<file path="src/rtl/conv_enc_pkg.sv">
// Shared constants for the convolutional encoder: FSM state codes, default
// generator polynomials, the parity helper and the puncture mask patterns.
package conv_enc_pkg;

   localparam int K_MAX = 9;

   localparam logic [6:0] G0_DEF = 7'o171;
   localparam logic [6:0] G1_DEF = 7'o133;

   typedef logic [1:0] state_t;
   localparam state_t ST_IDLE = 2'd0;
   localparam state_t ST_DATA = 2'd1;
   localparam state_t ST_TAIL = 2'd2;

   localparam logic [1:0] MASK_FULL  = 2'b11;
   localparam logic [1:0] MASK_PUNCT = 2'b01;

   function automatic logic parity(input logic [K_MAX-1:0] taps);
      return ^taps;
   endfunction

endpackage

</file>
<file path="src/rtl/conv_encoder_gen_if.sv">
// Input bit stream and output codeword stream of the convolutional encoder,
// both valid/ready handshakes. The encoder uses the slave modport.
interface conv_encoder_gen_if;
   logic       in_valid;
   logic       in_ready;
   logic       in_bit;
   logic       in_last;
   logic       out_valid;
   logic       out_ready;
   logic [1:0] out_data;
   logic [1:0] out_mask;
   logic       out_last;

   modport master (
      output in_valid, in_bit, in_last, out_ready,
      input  in_ready, out_valid, out_data, out_mask, out_last
   );

   modport slave (
      input  in_valid, in_bit, in_last, out_ready,
      output in_ready, out_valid, out_data, out_mask, out_last
   );
endinterface

</file>
<file path="src/rtl/conv_enc_punct.sv">
// Rate-2/3 puncturing: phase flop and per-frame enable, only built with
// CONV_ENC_PUNCTURE_EN defined.
`ifdef CONV_ENC_PUNCTURE_EN
module conv_enc_punct
   import conv_enc_pkg::*;
(
   input  logic       clk,
   input  logic       reset,
   input  logic       punct_en,
   input  logic       frame_start,
   input  logic       issue,
   input  logic [1:0] code_raw,
   output logic [1:0] code,
   output logic [1:0] mask
);

   logic phase;
   logic en_q;
   logic en_eff;
   logic phase_cur;

   // the first word of a frame already uses the freshly sampled enable and phase 0
   assign en_eff    = frame_start ? punct_en : en_q;
   assign phase_cur = frame_start ? 1'b0 : phase;
   assign mask      = (en_eff && phase_cur) ? MASK_PUNCT : MASK_FULL;
   assign code      = code_raw & mask;

   always_ff @(posedge clk or posedge reset) begin
      if (reset) begin
         phase <= 1'b0;
         en_q  <= 1'b0;
      end else begin
         if (frame_start)
            en_q <= punct_en;
         if (issue)
            phase <= ~phase_cur;
      end
   end

endmodule
`endif

</file>
<file path="src/rtl/conv_encoder_gen.sv">
// Rate-1/2 convolutional encoder with zero-tail termination and a registered
// codeword output. Optional rate-2/3 puncturing under CONV_ENC_PUNCTURE_EN.
//
// state   | meaning
// IDLE    | between frames, shift register is zero
// DATA    | frame in progress, accepting information bits
// TAIL    | flushing K-1 zero bits, input stalled
module conv_encoder_gen
   import conv_enc_pkg::*;
#(
   parameter int           K  = 7,
   parameter logic [K-1:0] G0 = K'(G0_DEF),
   parameter logic [K-1:0] G1 = K'(G1_DEF)
)(
   input  logic clk,
   input  logic reset,
`ifdef CONV_ENC_PUNCTURE_EN
   input  logic punct_en,
`endif
   conv_encoder_gen_if.slave bus
);

   localparam int CW = $clog2(K);

   state_t        state;
   logic [K-2:0]  sr;
   logic [CW-1:0] tail_cnt;

   logic          slot_free;
   logic          accept;
   logic          tail_step;
   logic          issue;
   logic          frame_start;
   logic          b;
   logic          last_word;
   logic [K-1:0]  taps;
   logic [1:0]    code_raw;
   logic [1:0]    code;
   logic [1:0]    mask;

   assign slot_free    = !bus.out_valid || bus.out_ready;
   assign bus.in_ready = !reset && (state != ST_TAIL) && slot_free;
   assign accept       = bus.in_valid && bus.in_ready;
   assign tail_step    = (state == ST_TAIL) && slot_free;
   assign issue        = accept || tail_step;
   assign frame_start  = accept && (state == ST_IDLE);
   assign b            = accept ? bus.in_bit : 1'b0;
   assign last_word    = tail_step && (tail_cnt == CW'(1));

   assign taps     = {b, sr};
   assign code_raw = {parity(K_MAX'(taps & G1)), parity(K_MAX'(taps & G0))};

`ifdef CONV_ENC_PUNCTURE_EN
   conv_enc_punct u_punct (
      .clk         (clk),
      .reset       (reset),
      .punct_en    (punct_en),
      .frame_start (frame_start),
      .issue       (issue),
      .code_raw    (code_raw),
      .code        (code),
      .mask        (mask)
   );
`else
   assign code = code_raw;
   assign mask = MASK_FULL;
`endif

   always_ff @(posedge clk or posedge reset) begin
      if (reset) begin
         state         <= ST_IDLE;
         sr            <= '0;
         tail_cnt      <= '0;
         bus.out_valid <= 1'b0;
         bus.out_data  <= 2'b00;
         bus.out_mask  <= 2'b00;
         bus.out_last  <= 1'b0;
      end else begin
         if (issue) begin
            bus.out_valid <= 1'b1;
            bus.out_data  <= code;
            bus.out_mask  <= mask;
            bus.out_last  <= last_word;
            sr            <= last_word ? '0 : {b, sr[K-2:1]};
         end else if (bus.out_ready) begin
            bus.out_valid <= 1'b0;
         end

         if (accept) begin
            if (bus.in_last) begin
               state    <= ST_TAIL;
               tail_cnt <= CW'(K-1);
            end else begin
               state <= ST_DATA;
            end
         end else if (tail_step) begin
            tail_cnt <= tail_cnt - CW'(1);
            if (last_word)
               state <= ST_IDLE;
         end
      end
   end

endmodule

</file>
<file path="src/flat_wrapper.sv">
// flat-port wrapper written by rule: the top's interface ports become plain ports
module conv_encoder_gen_flat import conv_enc_pkg::*;
#(
   parameter int           K  = 7,
   parameter logic [K-1:0] G0 = K'(G0_DEF),
   parameter logic [K-1:0] G1 = K'(G1_DEF)
)
  (clk, reset, bus_in_valid, bus_in_bit, bus_in_last, bus_out_ready, bus_in_ready, bus_out_valid, bus_out_data, bus_out_mask, bus_out_last);
  conv_encoder_gen_if bus_i ();
  input  logic clk;
  input  logic reset;
  input wire logic [$bits(bus_i.in_valid)-1:0] bus_in_valid;
  input wire logic [$bits(bus_i.in_bit)-1:0] bus_in_bit;
  input wire logic [$bits(bus_i.in_last)-1:0] bus_in_last;
  input wire logic [$bits(bus_i.out_ready)-1:0] bus_out_ready;
  output wire logic [$bits(bus_i.in_ready)-1:0] bus_in_ready;
  output wire logic [$bits(bus_i.out_valid)-1:0] bus_out_valid;
  output wire logic [$bits(bus_i.out_data)-1:0] bus_out_data;
  output wire logic [$bits(bus_i.out_mask)-1:0] bus_out_mask;
  output wire logic [$bits(bus_i.out_last)-1:0] bus_out_last;
  assign bus_i.in_valid = bus_in_valid;
  assign bus_i.in_bit = bus_in_bit;
  assign bus_i.in_last = bus_in_last;
  assign bus_i.out_ready = bus_out_ready;
  assign bus_in_ready = bus_i.in_ready;
  assign bus_out_valid = bus_i.out_valid;
  assign bus_out_data = bus_i.out_data;
  assign bus_out_mask = bus_i.out_mask;
  assign bus_out_last = bus_i.out_last;
  conv_encoder_gen #(.K(K), .G0(G0), .G1(G1)) u_core (.clk(clk), .reset(reset), .bus(bus_i));
endmodule
</file>
<file path="config.mk">
export PLATFORM = sky130hd
export DESIGN_NAME = conv_encoder_gen_flat
export DESIGN_NICKNAME = d
export VERILOG_FILES = /design/src/rtl/conv_enc_pkg.sv /design/src/rtl/conv_encoder_gen_if.sv /design/src/rtl/conv_enc_punct.sv /design/src/rtl/conv_encoder_gen.sv /design/src/flat_wrapper.sv
export SDC_FILE = /design/constraint.sdc
export NUM_CORES = 1
export LEC_CHECK = 0
export ABC_AREA = 0
export CAP_MARGIN = 20
export CORE_UTILIZATION = 54
export CTS_CLUSTER_SIZE = 14
export DETAILED_ROUTE_END_ITERATION = 10
export PLACE_DENSITY_LB_ADDON = 0.1
export SYNTH_ARGS = -nofsm -noshare
export SYNTH_HDL_FRONTEND = slang
export SYNTH_HIERARCHICAL = 1
export SYNTH_SLANG_ARGS = --single-unit
</file>
<file path="constraint.sdc">
create_clock -name clk -period 4.05 [get_ports clk]
set_input_delay 1.215 -clock clk [delete_from_list [all_inputs] [get_ports clk]]
set_output_delay 1.215 -clock clk [all_outputs]
set_load 0.05 [all_outputs]
</file>
==> impl_metrics.yaml <==
cts:
  cts.sinks: 16
  clk_pin_slew_ns: 0.09
  cts_buffer_depth: 2
  cts_tree: "built"
  holdBufCountCts: 0
  clockRootBuffer: "clkbuf_4"
  cts_buffers: 3
  clk_latency_ns: 0.28
  cts-htree-levels: 1
  cts-resized-gates: 0
  cts_setup_buffers: 0
timing:
  finalWorstSetupSlack_ns: 0.553
  min_period_over_period_pct: 86.4
  tns_ns: 0
  final-setup-viol-count: 0
  hold_violations: 0
  drv_slew: 0
  max_slew_margin_pct: 59.7
  post-route-min-period_ns: 3.50
  fmax_mhz: 286
  tightest_slew_ns: 0.604
  worst_clock_skew_ns: 0.00177
  rsz0062_at_grt: "no"
power_and_ir_drop:
  p_comb_share_pct: 48.6
  p_int_mw: 0.402
  ir_worst_vdd_uv: 349
  swShare_pct: 39.6
  seqPwrFrac_pct: 39.2
  switchingPower_mw: 0.263
  p_leak_nw: 0.459
  clkPwrFrac_pct: 12.2
  power_density_nw_per_um2: 707
drt:
  ant_nets: 0
  drc: 0
  dr.pass1.iters: 4
  wl_per_cell_um: 13.7
  first_iter_violations: 15
  via_count: 547
  via_per_inst: 5.53
  totalWireLength_mm: 1.35
layout:
  nFillCells: 107
  area_delta_synth_final_pct: 19.4
  drive_gt1_share_pct: 8.33
  antenna_cells: 0
  nets: 94
  register_area_sq_um: 400
  multi_input_area_sq_um: 358
  final_cell_area_sq_um: 941
critical_path:
  r2r_slack_ns: 2.59
  startpoint_type: "primary input"
  critical_path_class: "primary input to primary output"
  r2r_end: "u_core/sr[0]"
  cp_max_fo: 3
  cp-end-kind: "primary output"
  cp.required_ns: 2.83
  r2r_start: "u_core/state[1]"
  worstPathArrival_ns: 2.28
  reg2regPathDepth: 4
  worstSetupStartpoint: "bus_out_ready"
floorplan:
  start_util_pct: 59.1
  fp.dieW_um: 40.2
  core_area_sq_um: 1330
  num_rows: 13
  io_pins: 13
  dieArea_sq_um: 1620
  die_h_um: 40.2
global_routing:
  antenna_found_initial: 0
  grt_util_all_layers_pct: 22.2
  grt_pass1_wl_mm: 2.27
  grt_overflow: 0
  grt_max_degree: 17
  grt_pass1_vias: 511
placed_design:
  placed_area_sq_um: 918
  place.gp.congestion: 0.757
  dp_slack_ns: 0.547
  dp_hpwl_mm: 1.00
  io_buffers: 12
yosys:
  avgSynthCellArea_sq_um: 11.1
  synth_most_common_cell: "dfrtp_1"
  ys_seq_elements: 16
  synth_area_leaders: "dfrtp_1 (51%), mux2i_1 (6.3%), nor2_1 (4.3%)"
  netlist.area_leader.share_pct: 50.8
  synth_cell_type_count: 27
  synthTopCellsByCount: "dfrtp_1 (16), nor2_1 (9), mux2i_1 (5), nand2_1 (5)"
  synth-seq-area-share_pct: 50.8
  synth_edf_count: 0
  synth-main-ff-cell: "dfrtp_1"
  synth_area_sq_um: 788
  yosysWarnings: 6
  synthArstFlopShare_pct: 100
  syn_inst: 71
  synth_nets: 79
  synth_top_area_cell: "dfrtp_1"
outcome:
  status: "completed"
hold_path:
  holdPathStages: 2
  hold_path_startpoint: "u_core/bus.out_data[1]"
  hold_class: "register to register"
  hold-path-endpoint: "u_core/bus.out_data[1]"
run:
  cap_violations: 0
==> area by class of cell <==
class,instances,area share [%]
Timing Repair Buffer,12,13.8
Sequential cell,16,42.6
Clock buffer,3,2.39
Multi-Input combinational cell,50,38.0
Tap cell,15,1.99
Inverter,3,1.20
==> how the worst max path moves through the flow <==
stage	cells after the start	slack, ns	endpoint
after global placement	4	0.57	bus_in_ready
after global routing	4	0.50	bus_in_ready
after floorplan	2	0.46	bus_in_ready
final	4	0.55	bus_in_ready
after CTS	4	0.55	bus_in_ready
after detailed placement	4	0.55	bus_in_ready
==> cell usage in the layout (no fill, tap or decap) <==
cell type	count
a22o_1	1
xor2_1	2
nand2_1	5
nand2b_1	3
dfrtp_1	16
nand3b_1	1
nor4b_4	1
xnor2_1	2
o21ai_1	2
nor3_1	1
a21oi_1	3
clkdlybuf4s50_1	11
nor2_1	9
and2b_1	1
mux2i_1	5
nand4_1	1
and3_1	1
o21ai_4	1
nand3_1	2
nor2b_1	2
a31oi_1	1
o21ai_0	2
clkbuf_4	3
ha_1	2
xnor3_2	1
a21o_1	1
buf_12	1
inv_1	3
==> power groups by stage <==
| stage | registers [mW] | logic, mW | clock network (mW) |
|---|---|---|---|
| CTS | 0.261 | 0.326 | 0.0829 |
| finish | 0.261 | 0.323 | 0.0812 |
| global placement | 0.261 | 0.315 | 0 |
| detailed placement | 0.264 | 0.326 | 0 |
| global route | 0.271 | 0.354 | 0.0902 |
| floorplan | 0.300 | 0.215 | 0 |
==> routing by layer <==
| layer | GRT usage, % | up-vias | wire, um |
|---|---|---|---|
| li1 | - | 268 | - |
| met1 | 28.5 | 265 | 645 |
| met2 | 35.5 | 12 | 647 |
| met3 | 6.67 | 2 | 45 |
| met4 | 7.50 | 0 | 12 |
| met5 | 0 | - | 0 |
==> worst max-delay path, cell delays in order <==
cell and delay (ns):
clkdlybuf4s50_1 0.47, nor2b_1 0.09, nor3_1 0.32, buf_12 0.18
==> registers in the layout, summed over array words and instances (netlist names) <==
| signal | flops |
|---|---|
| u_core/bus.out_valid | 1 |
| u_core/tail_cnt | 3 |
| u_core/bus.out_data | 2 |
| u_core/sr | 6 |
| u_core/bus.out_mask | 1 |
| u_core/state | 2 |
| u_core/bus.out_last | 1 |
==> through the flow <==
step	total power [mW]	util, %	hold slack, ns	std cells
after floorplan	0.515	-	0.482	71
after global placement	0.577	68.9	0.464	96
after detailed placement	0.590	68.9	0.475	96
after CTS	0.670	70.5	0.495	99
after global routing	0.715	70.5	0.517	99
final	0.665	70.5	0.488	99
==> cells by family after synthesis <==
group | after synthesis | share of synthesized area [%]
and+or+nand+nor | 27 | 19.0
DFF | 16 | 50.8
AOI/OAI and AO/OA | 11 | 9.37
xor gates and xnor gates | 5 | 7.46
buffers and inverters | 5 | 3.81
muxes | 5 | 6.35
adders and majority gates | 2 | 3.17
No activity file was read; power rests on OpenSTA's default activity.
